$ cat src/rtl/pipe_adder_hs_sv_if.sv
// Operand/result handshake bundle for pipe_adder_hs_sv: operand beat in,
// result beat out, each with its own valid/ready pair.
interface pipe_adder_hs_sv_if #(
  parameter int W = 32
);
  logic         in_valid;
  logic         in_ready;
  logic [W-1:0] a;
  logic [W-1:0] b;
  logic         cin;
  logic         out_valid;
  logic         out_ready;
  logic [W-1:0] sum;
  logic         cout;

  modport slave (
    input  in_valid, a, b, cin, out_ready,
    output in_ready, out_valid, sum, cout
  );

  modport master (
    output in_valid, a, b, cin, out_ready,
    input  in_ready, out_valid, sum, cout
  );
endinterface

$ cat src/rtl/pipe_adder_hs_sv.sv
// W-bit adder split into W/CW carry-chained register stages with valid/ready
// handshake; back-pressure gates each stage's load enable, flush clears all stages.
module pipe_adder_hs_sv #(
  parameter int W  = 32,
  parameter int CW = 8
) (
  input  logic              clk,
  input  logic              resetn,
  input  logic              flush,
  pipe_adder_hs_sv_if.slave bus
);
  localparam int N = W / CW;

  logic [N:0]   rdy;
  logic [N-1:0] vld_p;
  logic [N-1:0] car_p;
  logic [W-1:0] res_p [N];
  logic [W-1:0] a_p   [N];
  logic [W-1:0] b_p   [N];

  function automatic logic [CW:0] chunk_add(input logic [CW-1:0] x,
                                            input logic [CW-1:0] y,
                                            input logic          c);
    return {1'b0, x} + {1'b0, y} + {{CW{1'b0}}, c};
  endfunction

  // A stage may load when it is empty or its successor is loading this cycle.
  always_comb begin
    rdy    = '0;
    rdy[N] = bus.out_ready;
    for (int k = N - 1; k >= 0; k--) begin
      rdy[k] = !vld_p[k] || rdy[k+1];
    end
  end

  assign bus.in_ready = rdy[0] && !flush;

  for (genvar k = 0; k < N; k++) begin : g_stage
    logic [CW-1:0] ca;
    logic [CW-1:0] cb;
    logic          ci;
    logic          vin;
    logic [W-1:0]  an;
    logic [W-1:0]  bn;
    logic [W-1:0]  rprev;
    logic [CW:0]   csum;
    logic          vld_q;
    logic          car_q;
    logic [W-1:0]  res_q;
    logic [W-1:0]  a_q;
    logic [W-1:0]  b_q;

    // Operand bits still to be added are kept right-aligned, so the next
    // chunk always sits in the low CW bits.
    if (k == 0) begin : g_first
      assign ca    = bus.a[CW-1:0];
      assign cb    = bus.b[CW-1:0];
      assign ci    = bus.cin;
      assign vin   = bus.in_valid && bus.in_ready;
      assign an    = bus.a >> CW;
      assign bn    = bus.b >> CW;
      assign rprev = '0;
    end else begin : g_next
      assign ca    = a_p[k-1][CW-1:0];
      assign cb    = b_p[k-1][CW-1:0];
      assign ci    = car_p[k-1];
      assign vin   = vld_p[k-1];
      assign an    = a_p[k-1] >> CW;
      assign bn    = b_p[k-1] >> CW;
      assign rprev = res_p[k-1];
    end

    assign csum = chunk_add(ca, cb, ci);

    // ---- stage k register boundary ----
    always_ff @(posedge clk or negedge resetn) begin
      if (!resetn) begin
        vld_q <= 1'b0;
        car_q <= 1'b0;
        res_q <= '0;
        a_q   <= '0;
        b_q   <= '0;
      end else if (flush) begin
        vld_q <= 1'b0;
        car_q <= 1'b0;
        res_q <= '0;
        a_q   <= '0;
        b_q   <= '0;
      end else if (rdy[k]) begin
        vld_q <= vin;
        car_q <= csum[CW];
        res_q <= rprev | (W'(csum[CW-1:0]) << (k * CW));
        a_q   <= an;
        b_q   <= bn;
      end
    end

    assign vld_p[k] = vld_q;
    assign car_p[k] = car_q;
    assign res_p[k] = res_q;
    assign a_p[k]   = a_q;
    assign b_p[k]   = b_q;
  end

  assign bus.out_valid = vld_p[N-1];
  assign bus.sum       = res_p[N-1];
  assign bus.cout      = car_p[N-1];
endmodule
$ cat src/flat_wrapper.sv
// flat-port wrapper written by rule: the top's interface ports become plain ports
module pipe_adder_hs_sv_flat 
#(
  parameter int W  = 32,
  parameter int CW = 8
)
  (clk, resetn, flush, bus_in_valid, bus_a, bus_b, bus_cin, bus_out_ready, bus_in_ready, bus_out_valid, bus_sum, bus_cout);
  pipe_adder_hs_sv_if #(.W(W)) bus_i ();
  input  logic clk;
  input  logic resetn;
  input  logic flush;
  input wire logic [$bits(bus_i.in_valid)-1:0] bus_in_valid;
  input wire logic [$bits(bus_i.a)-1:0] bus_a;
  input wire logic [$bits(bus_i.b)-1:0] bus_b;
  input wire logic [$bits(bus_i.cin)-1:0] bus_cin;
  input wire logic [$bits(bus_i.out_ready)-1:0] bus_out_ready;
  output wire logic [$bits(bus_i.in_ready)-1:0] bus_in_ready;
  output wire logic [$bits(bus_i.out_valid)-1:0] bus_out_valid;
  output wire logic [$bits(bus_i.sum)-1:0] bus_sum;
  output wire logic [$bits(bus_i.cout)-1:0] bus_cout;
  assign bus_i.in_valid = bus_in_valid;
  assign bus_i.a = bus_a;
  assign bus_i.b = bus_b;
  assign bus_i.cin = bus_cin;
  assign bus_i.out_ready = bus_out_ready;
  assign bus_in_ready = bus_i.in_ready;
  assign bus_out_valid = bus_i.out_valid;
  assign bus_sum = bus_i.sum;
  assign bus_cout = bus_i.cout;
  pipe_adder_hs_sv #(.W(W), .CW(CW)) u_core (.clk(clk), .resetn(resetn), .flush(flush), .bus(bus_i));
endmodule
$ cat config.mk
export PLATFORM = sky130hd
export DESIGN_NAME = pipe_adder_hs_sv_flat
export DESIGN_NICKNAME = d
export VERILOG_FILES = /design/src/rtl/pipe_adder_hs_sv_if.sv /design/src/rtl/pipe_adder_hs_sv.sv /design/src/flat_wrapper.sv
export SDC_FILE = /design/constraint.sdc
export NUM_CORES = 1
export LEC_CHECK = 0
export CAP_MARGIN = 20
export CORE_MARGIN = 2
export CORE_UTILIZATION = 50
export DETAILED_ROUTE_END_ITERATION = 8
export GPL_TIMING_DRIVEN = 0
export PLACE_DENSITY = 0.73
export REMOVE_ABC_BUFFERS = 1
export SLEW_MARGIN = 20
export SYNTH_ARGS = -nofsm -noshare
export SYNTH_HDL_FRONTEND = slang
export SYNTH_SLANG_ARGS = --single-unit
$ cat constraint.sdc
create_clock -name clk -period 5.4 [get_ports clk]
set_input_delay 1.62 -clock clk [delete_from_list [all_inputs] [get_ports clk]]
set_output_delay 1.62 -clock clk [all_outputs]
set_load 0.01 [all_outputs]
==> metrics.yaml <==
pwr:
  power.density_nw_per_um2: 310
  p_switching_mw: 0.700
  intPower_mw: 2.42
  pwr-share-clk: 0.427
  vdd_drop_max_uv: 220
  p_leak_nw: 4.61
  seqPwrFrac: 0.478
  p_sw_frac: 0.225
  comb_power_share: 0.095
logic_synthesis:
  synth_top_cell_area_share: 0.574
  synthFlopType: "dfrtp_1"
  synth-seq-cells: 184
  yosysMostFrequentCell: "dfrtp_1"
  synthTopCellsByCount: "dfrtp_1 (184), a22o_1 (122), nand2_1 (96)"
  synth_area_leader_cell: "dfrtp_1"
  syn_avg_cell_area_um2: 11.7
  yosysUniqueCellTypes: 45
  synth_seq_area_share: 0.574
  synth_area_leaders: "dfrtp_1 (57%), a22o_1 (13%), nand2_1 (4.5%), ha_1 (4.4%), a21oi_1 (3.7%)"
  synth-edff-count: 0
  yosys_warnings: 0
  synth_cells: 688
  async_flop_share: 1.00
  syn-cell-area_um2: 8030
setup_path:
  endpoint_kind: "primary output"
  worst_path_largest_cell_delay_ps: 650
  crit_top_cell: "clkdlybuf4s50_1"
  slowest_stage: "clkdlybuf4s50_1"
  worstPathCellList: "clkdlybuf4s50_1, nor3_2, nor2_4, buf_16, clkdlybuf4s50_1"
  arrival_ps: 3600
  cp_max_fo: 29
  worst_setup_path_start_kind: "input pin"
  path_class: "input pin to primary output"
  cp.required_ps: 3780
die:
  io_pins: 105
  dieArea_um2: 17100
  die_x_um: 131
  initial_core_util: 0.509
  core_um2: 15800
  rows: 46
  die_h_um: 131
sta:
  tightest_slew_ps: 907
  finalCritPeriodShare: 0.967
  fin_crit_ps: 5220
  clock_skew_ps: 6.60
  whs_ps: 482
  final.setup.tns_ps: 0
  hold_violations: 0
  maxSlewHeadroom: 0.395
  timing.fmax_ghz: 0.192
  drv_slew: 0
  grt_setup_unrepaired: "false"
  fin_ws_ps: 179
  setup_viol_count_final: 0
detailed_routing:
  wirelength_um: 17700
  drcViolationCount: 0
  viasPerCell: 5.65
  drtAntennaViolNets: 0
  vias: 5715
  first_pass_iters: 4
  wl_per_cell_um: 17.4
  drtIter0Drc: 302
clock_tree:
  htree_levels: 4
  clockBufferDepth: 2
  ctsResizeCount: 0
  cts.sinks: 184
  cts_root_buffer: "clkbuf_16"
  clk_latency_ps: 430
  numCtsBuffers: 17
  cts_tree: "built"
  clkTransAtPathRegs_ps: 60
placement:
  place_congestion: 0.804
  place_ws_ps: -212
  placed_cell_area_um2: 9400
  port_buffers: 104
  dp_hpwl_um: 12100
  dp_cells: 978
cells_and_area:
  diodes: 0
  fin_cells: 1012
  nets: 889
  fin_area_um2: 10100
  layout-drive-gt1-share: 0.0804
  area_growth_pct: 25.3
global_routing:
  grt_pass1_vias: 5910
  grt_antenna_before_repair: 0
  grt_first_pass_wirelength_um: 29300
  grt.overflow.total: 0
  grt_max_degree: 90
  track_usage: 0.224
outcome:
  status: "finished, final reports clean"
hold_path:
  worst_hold_path_type: "flip-flop to flip-flop"
job:
  cap_violations: 0
[what timing repair did]
| action | in CTS | in global routing |
|---|---|---|
| setup endpoints to repair | 1 | 0 |
| buffers inserted | 1 | 0 |
| hold buffers | 0 | 0 |
[cells in the final DEF, fill, tap and decap left out, types with 3 or more instances in the layout]
| cell | instances |
|---|---|
| buf_16 | 7 |
| clkdlybuf4s50_1 | 102 |
| ha_1 | 28 |
| buf_4 | 3 |
| inv_1 | 14 |
| nor3_1 | 9 |
| xnor2_1 | 12 |
| o21a_1 | 7 |
| dfrtp_1 | 184 |
| nor2_4 | 3 |
| buf_6 | 4 |
| nor2b_1 | 6 |
| clkbuf_16 | 17 |
| a211oi_1 | 6 |
| nand2_1 | 95 |
| bufinv_16 | 4 |
| a21oi_1 | 60 |
| buf_8 | 3 |
| o21bai_1 | 3 |
| clkbuf_8 | 3 |
| o21ai_0 | 20 |
| o31ai_1 | 5 |
| fa_1 | 8 |
| a22o_1 | 122 |
| a21o_1 | 6 |
| nor2_2 | 3 |
| o31a_1 | 3 |
| nor2_1 | 18 |
[metrics by stage]
| step | total power [mW] | util |
|---|---|---|
| floorplan | 1.65 | - |
| finish | 3.12 | 0.638 |
| global placement | 1.79 | 0.576 |
| detailed placement | 1.81 | 0.596 |
| global route | 3.24 | 0.638 |
| CTS | 3.15 | 0.638 |
[final timing paths]
path                                            start  cells past startpoint  slack [ps]                    endpoint
max                                     bus_out_ready                      5         180                bus_in_ready
min                        u_core.g_stage[0].res_q[1]                      2         480  u_core.g_stage[0].res_q[1]
max reg2reg                  u_core.g_stage[2].b_q[0]                      8        3150             u_core.bus.cout
min reg2reg                u_core.g_stage[0].res_q[1]                      2         480  u_core.g_stage[0].res_q[1]
max in group asynchronous                      resetn                      3        3330  u_core.g_stage[1].res_q[5]
min in group asynchronous                      resetn                      1        1050    u_core.g_stage[0].b_q[2]
[flip-flops by register name, summed over array words and instances (netlist names)]
register	count
u_core.g_stage.vld_q	3
u_core.bus.sum	32
u_core.g_stage.b_q	48
u_core.bus.cout	1
u_core.g_stage.a_q	48
u_core.g_stage.res_q	48
u_core.bus.out_valid	1
u_core.g_stage.car_q	3
[critical path, delay by kind of cell]
kind | cells | cell delay (ps)
buffers and inverters | 3 | 1340
and+or+nand+nor | 2 | 620
[cell type report]
class	count	area [µm²]
flip-flops and latches	184	4600
multi-input cells	447	3160
inverters	14	52.6
repair buffers	119	1330
fillers	1258	5720
clock buffers	22	474
well taps	216	270
clock inverters	10	164
[cells by family after synthesis]
logic type | Yosys count | share of synthesized area
AO/OA/AOI/OAI | 250 | 0.231
XOR/XNOR | 12 | 0.0131
adder cells (fa/ha/maj) | 36 | 0.0636
buffers and inverters | 58 | 0.0377
flip-flops | 184 | 0.574
AND/OR/NAND/NOR | 148 | 0.0811
[routing by layer]
layer | wire [µm] | track usage | share of wire | up-vias
met5 | 0 | 0 | 0 | -
met4 | 331 | 0.0889 | 0.019 | 0
met3 | 713 | 0.0440 | 0.040 | 23
met2 | 9080 | 0.391 | 0.51 | 125
met1 | 7530 | 0.277 | 0.43 | 2859
li1 | - | - | - | 2708
[power by group through the flow]
stage,sequential (mW),combinational [mW],clock [mW]
floorplan,1.50,0.143,0
global placement,1.51,0.279,0
detailed placement,1.51,0.298,0
CTS,1.49,0.302,1.36
global route,1.50,0.333,1.41
finish,1.49,0.297,1.33
(Power assumes the default switching activity.)
